===== config.mk =====
export PLATFORM = sky130hd
export DESIGN_NAME = id_ex_stage
export DESIGN_NICKNAME = d
export VERILOG_FILES = /design/src/rtl/id_ex_stage.sv
export SDC_FILE = /design/constraint.sdc
export NUM_CORES = 1
export LEC_CHECK = 0
export CAP_MARGIN = 20
export CORE_ASPECT_RATIO = 0.6
export CORE_MARGIN = 2
export CORE_UTILIZATION = 43
export DETAILED_ROUTE_END_ITERATION = 16
export PLACE_DENSITY = 0.9
export SYNTH_ARGS = -nofsm -noshare
export SYNTH_HDL_FRONTEND = slang
export SYNTH_SLANG_ARGS = --single-unit

===== constraint.sdc =====
create_clock -name CLK -period 6.1 [get_ports CLK]
set_clock_uncertainty 0.15 [all_clocks]
set_input_delay 1.22 -clock CLK [delete_from_list [all_inputs] [get_ports CLK]]
set_output_delay 1.22 -clock CLK [all_outputs]
set_load 0.03 [all_outputs]

===== src/rtl/id_ex_stage.sv =====
// ID/EX pipeline register with load-use hazard detection, hold, squash and a bubble counter.
// Optional write-back forwarding into the latched operands when WB_BYPASS_EN is defined.
module id_ex_stage #(
    parameter int DATA_W      = 32,
    parameter int CTRL_W      = 8,
    parameter int MEMREAD_BIT = 0
) (
    input  logic              CLK,
    input  logic              RST,
    input  logic              stall,
    input  logic              flush,
    input  logic              in_valid,
    input  logic [4:0]        id_rs,
    input  logic [4:0]        id_rt,
    input  logic [4:0]        id_rd,
    input  logic [DATA_W-1:0] id_rdata1,
    input  logic [DATA_W-1:0] id_rdata2,
    input  logic [31:0]       id_imm,
    input  logic [CTRL_W-1:0] id_ctrl,
    input  logic              wb_regWrite,
    input  logic [4:0]        wb_writeReg,
    input  logic [DATA_W-1:0] wb_writeData,
    output logic              ex_valid,
    output logic [4:0]        ex_rs,
    output logic [4:0]        ex_rt,
    output logic [4:0]        ex_rd,
    output logic [DATA_W-1:0] ex_rdata1,
    output logic [DATA_W-1:0] ex_rdata2,
    output logic [31:0]       ex_imm,
    output logic [CTRL_W-1:0] ex_ctrl,
    output logic              id_stall,
    output logic [15:0]       bubble_cnt
);

    logic              hazard;
    logic [15:0]       bubbleCnt;
    logic [DATA_W-1:0] loadData1;
    logic [DATA_W-1:0] loadData2;

    // A load in EX whose destination feeds either source of the decode slot; r0 is never a dependency.
    always_comb begin
        hazard = in_valid & ex_valid & ex_ctrl[MEMREAD_BIT] & (ex_rt != 5'd0)
               & ((ex_rt == id_rs) | (ex_rt == id_rt));
    end

    assign id_stall   = hazard | stall;
    assign bubble_cnt = bubbleCnt;

`ifdef WB_BYPASS_EN
    // Covers the register file returning stale data when it is written in the same cycle it is read.
    always_comb begin
        loadData1 = id_rdata1;
        loadData2 = id_rdata2;
        if (wb_regWrite && (wb_writeReg != 5'd0) && (wb_writeReg == id_rs)) begin
            loadData1 = wb_writeData;
        end
        if (wb_regWrite && (wb_writeReg != 5'd0) && (wb_writeReg == id_rt)) begin
            loadData2 = wb_writeData;
        end
    end
`else
    assign loadData1 = id_rdata1;
    assign loadData2 = id_rdata2;

    logic unusedWb;
    assign unusedWb = ^{wb_regWrite, wb_writeReg, wb_writeData};
`endif

    always_ff @(posedge CLK or posedge RST) begin
        if (RST) begin
            ex_valid  <= 1'b0;
            ex_rs     <= '0;
            ex_rt     <= '0;
            ex_rd     <= '0;
            ex_rdata1 <= '0;
            ex_rdata2 <= '0;
            ex_imm    <= '0;
            ex_ctrl   <= '0;
            bubbleCnt <= '0;
        end else if (flush) begin
            ex_valid  <= 1'b0;
            ex_rs     <= '0;
            ex_rt     <= '0;
            ex_rd     <= '0;
            ex_rdata1 <= '0;
            ex_rdata2 <= '0;
            ex_imm    <= '0;
            ex_ctrl   <= '0;
        end else if (stall) begin
            ex_valid  <= ex_valid;
            ex_rs     <= ex_rs;
            ex_rt     <= ex_rt;
            ex_rd     <= ex_rd;
            ex_rdata1 <= ex_rdata1;
            ex_rdata2 <= ex_rdata2;
            ex_imm    <= ex_imm;
            ex_ctrl   <= ex_ctrl;
        end else if (hazard) begin
            ex_valid  <= 1'b0;
            ex_rs     <= '0;
            ex_rt     <= '0;
            ex_rd     <= '0;
            ex_rdata1 <= '0;
            ex_rdata2 <= '0;
            ex_imm    <= '0;
            ex_ctrl   <= '0;
            if (bubbleCnt != 16'hFFFF) begin
                bubbleCnt <= bubbleCnt + 16'd1;
            end
        end else begin
            ex_valid  <= in_valid;
            ex_rs     <= id_rs;
            ex_rt     <= id_rt;
            ex_rd     <= id_rd;
            ex_rdata1 <= loadData1;
            ex_rdata2 <= loadData2;
            ex_imm    <= id_imm;
            ex_ctrl   <= in_valid ? id_ctrl : '0;
        end
    end

endmodule


==> results.yml <==
setup_path:
  start_kind: "input pin"
  crit_path_start: "id_rs[4]"
  slowest_stage: "clkdlybuf4s50_1"
  cp_cell_sequence: "clkdlybuf4s50_1 -> xnor2_1 -> nand3_1 -> o22ai_1 -> buf_4 -> nand2b_1 -> nand2b_1 -> clkdlybuf4s50_1"
  crit_path_end_kind: "output pin"
  path_class: "in2out"
  cp.required_ns: 4.73
  r2r_cells: 7
  cpPeakStageDelay_ns: 0.67
  path_max_fanout: 17
  r2r_start: "ex_rt[4]"
  cp.arrival_ns: 3.39
die:
  io_pins: 299
  die_w_um: 167
  fp.coreArea_um2: 15400
  initial_core_util_pct: 44.2
  num_rows: 35
  die_h_um: 102
  dieArea_um2: 16900
drt:
  wire_per_inst_um: 18.3
  drc: 0
  ant_nets: 0
  routed_wl_mm: 19.6
  via_per_inst: 5.38
  first_pass_iters: 4
  drtIter0Drc: 421
  num_vias: 5745
cells_and_area:
  final_nets: 1016
  utilization_pct: 65.7
  area_growth_pct: 48.6
  drive_above_1_share_pct: 10.9
  num_antenna_cells: 0
timing:
  slew-limit-headroom_pct: 25.0
  maxSlewViolCount: 0
  hold_violations: 0
  min_period_ns: 4.76
  setup_violations: 0
  timing.final.crit_share_pct: 78.0
  grt_setup_unrepaired: "false"
  tightest_slew_ns: 1.12
  tns_ns: 0
  max_clock_freq_mhz: 210
logic_synthesis:
  synth_top_cell_by_area: "dfrtp_1"
  yosysWarnings: 0
  async_reset_ff_share_pct: 100
  synth_fp_nets: 791
  synthFlopType: "dfrtp_1"
  ys_ff_latch: 136
  syn_avg_cell_area_um2: 10.9
  synth_top_area_share_pct: 49.9
  ys_top_cells_by_count: "dfrtp_1, inv_1, nand3b_1, o41ai_1"
  synth_cell_type_count: 28
  synth_most_common_cell: "dfrtp_1"
  synth_edf_count: 0
  synth_area_um2: 6820
  synth_cells: 628
  ys_seq_area_share_pct: 49.9
  yosys-top-cells-area: "dfrtp_1, o41ai_2, o41ai_1"
status:
  outcome: "complete, no violations"
pwr:
  leakage_nw: 4.53
  power_density_nw_per_um2: 243
  ir_drop_mv: 0.170
  finalPower_mw: 2.46
global_routing:
  grt_pass1_vias: 5725
  grt.overflow.total: 0
  antenna_found_initial: 0
  grt_pass1_wl_mm: 30.9
  grt_max_degree: 108
  grt_use_total_pct: 23.0
hold_path:
  holdPathStages: 2
  min-delay-start: "ex_rs[4]"
  hold_class: "reg2reg"
cts:
  cts_resized: 0
  root_buffer: "clkbuf_16"
  cts_hold_buffers: 0
  clkSlewWorstSetupHoldPaths_ns: 0.05
  cts_tree: "done"
  cts_made_buffers: 17
  clock_sinks: 136
  clock_latency_ns: 0.40
  clockBufferDepth: 2
  cts_setup_buffers: 0
  htreeDepth: 4
placement:
  numPortBuffers: 260
  dp_hpwl_mm: 13.0
  place_congestion: 0.827
run:
  cap_violations: 0
==> kinds of logic (layout without fill, tap and decap cells) <==
group / count (synthesis) / count (layout) / synth area share (%)
buffers and inverters: 180 / 417 / 10.7
and+or+nand+nor: 163 / 163 / 14.6
DFF: 136 / 136 / 49.9
AOI/OAI and AO/OA: 122 / 122 / 21.2
xor gates and xnor gates: 25 / 25 / 3.21
adders and majority gates: 1 / 1 / 0.184
muxes: 1 / 1 / 0.165
==> layer usage <==
layer | track usage (%) | up-vias | part of all wire (%)
met5 | 0 | - | 0
met4 | 4.84 | 0 | 0.49
met3 | 8.48 | 6 | 8.5
met2 | 38.0 | 204 | 47
met1 | 29.5 | 2851 | 44
li1 | - | 2684 | -
==> path summary, 6_finish.rpt <==
kind	slack (ns)	endpoint
setup / recovery	1.34	id_stall
hold / removal	0.32	ex_rs[4]
setup reg to reg	3.22	ex_rdata2[21]
hold reg to reg	0.32	ex_rs[4]
max in group asynchronous	3.54	ex_rdata1[4]
min in group asynchronous	1.28	ex_rdata2[16]
==> final cells by class <==
cell class,instances,area (um2)
clock buffer,20,457
clock inverter,11,149
fill,1108,5290
inverter,118,448
multi-input combinational,312,2700
sequential,136,3400
tap,203,254
timing repair buffer,268,2720
==> power by group <==
group	leakage, nW	internal (mW)	switching (mW)	total (mW)
Combinational	2.42	0.200	0.230	0.430
Clock	0.288	0.664	0.393	1.06
Sequential	1.82	0.946	0.0291	0.975
Total	4.53	1.81	0.652	2.46
==> state kept, by name (all words and copies together) (netlist names) <==
name / cells
ex_imm: 32
ex_rdata1: 32
ex_rdata2: 32
bubble_cnt: 16
ex_ctrl: 8
ex_rd: 5
ex_rs: 5
ex_rt: 5
ex_valid: 1
==> stage by stage <==
stage	hold slack, ns	setup slack (ns)	std cells	instance area (um2)
after floorplan	0.507	1.09	628	6820
after global routing	0.346	1.19	1068	10100
after CTS	0.324	1.30	1066	10100
final	0.322	1.34	1068	10100
after global placement	0.305	1.35	1035	9480
after detailed placement	0.312	1.32	1035	9480
==> placed cells by master, fill, tap and decap left out, types with 2 or more instances in the layout <==
cell and count:
clkdlybuf4s50_1 258, dfrtp_1 136, inv_1 117, nand3b_1 77, o41ai_1 67, o41ai_2 48
nand2_1 45, xnor2_1 25, clkbuf_16 17, nand4_1 14, nand3_1 8, nor2_1 4
a32o_1 4, nor3_1 4, buf_4 4, nand2b_1 3, and3_1 3, bufinv_16 3
clkinv_4 3, clkinvlp_4 3, buf_12 3, nor2b_4 2, clkinv_2 2, clkbuf_8 2
buf_6 2
==> worst max-delay path, delay by kind of cell <==
| family | cells | cell delay (ns) |
|---|---|---|
| and+or+nand+nor | 3 | 0.42 |
| xor gates and xnor gates | 1 | 0.15 |
| buffers and inverters | 3 | 1.41 |
| AOI/OAI and AO/OA | 1 | 0.19 |
(Power assumes the default switching activity.)
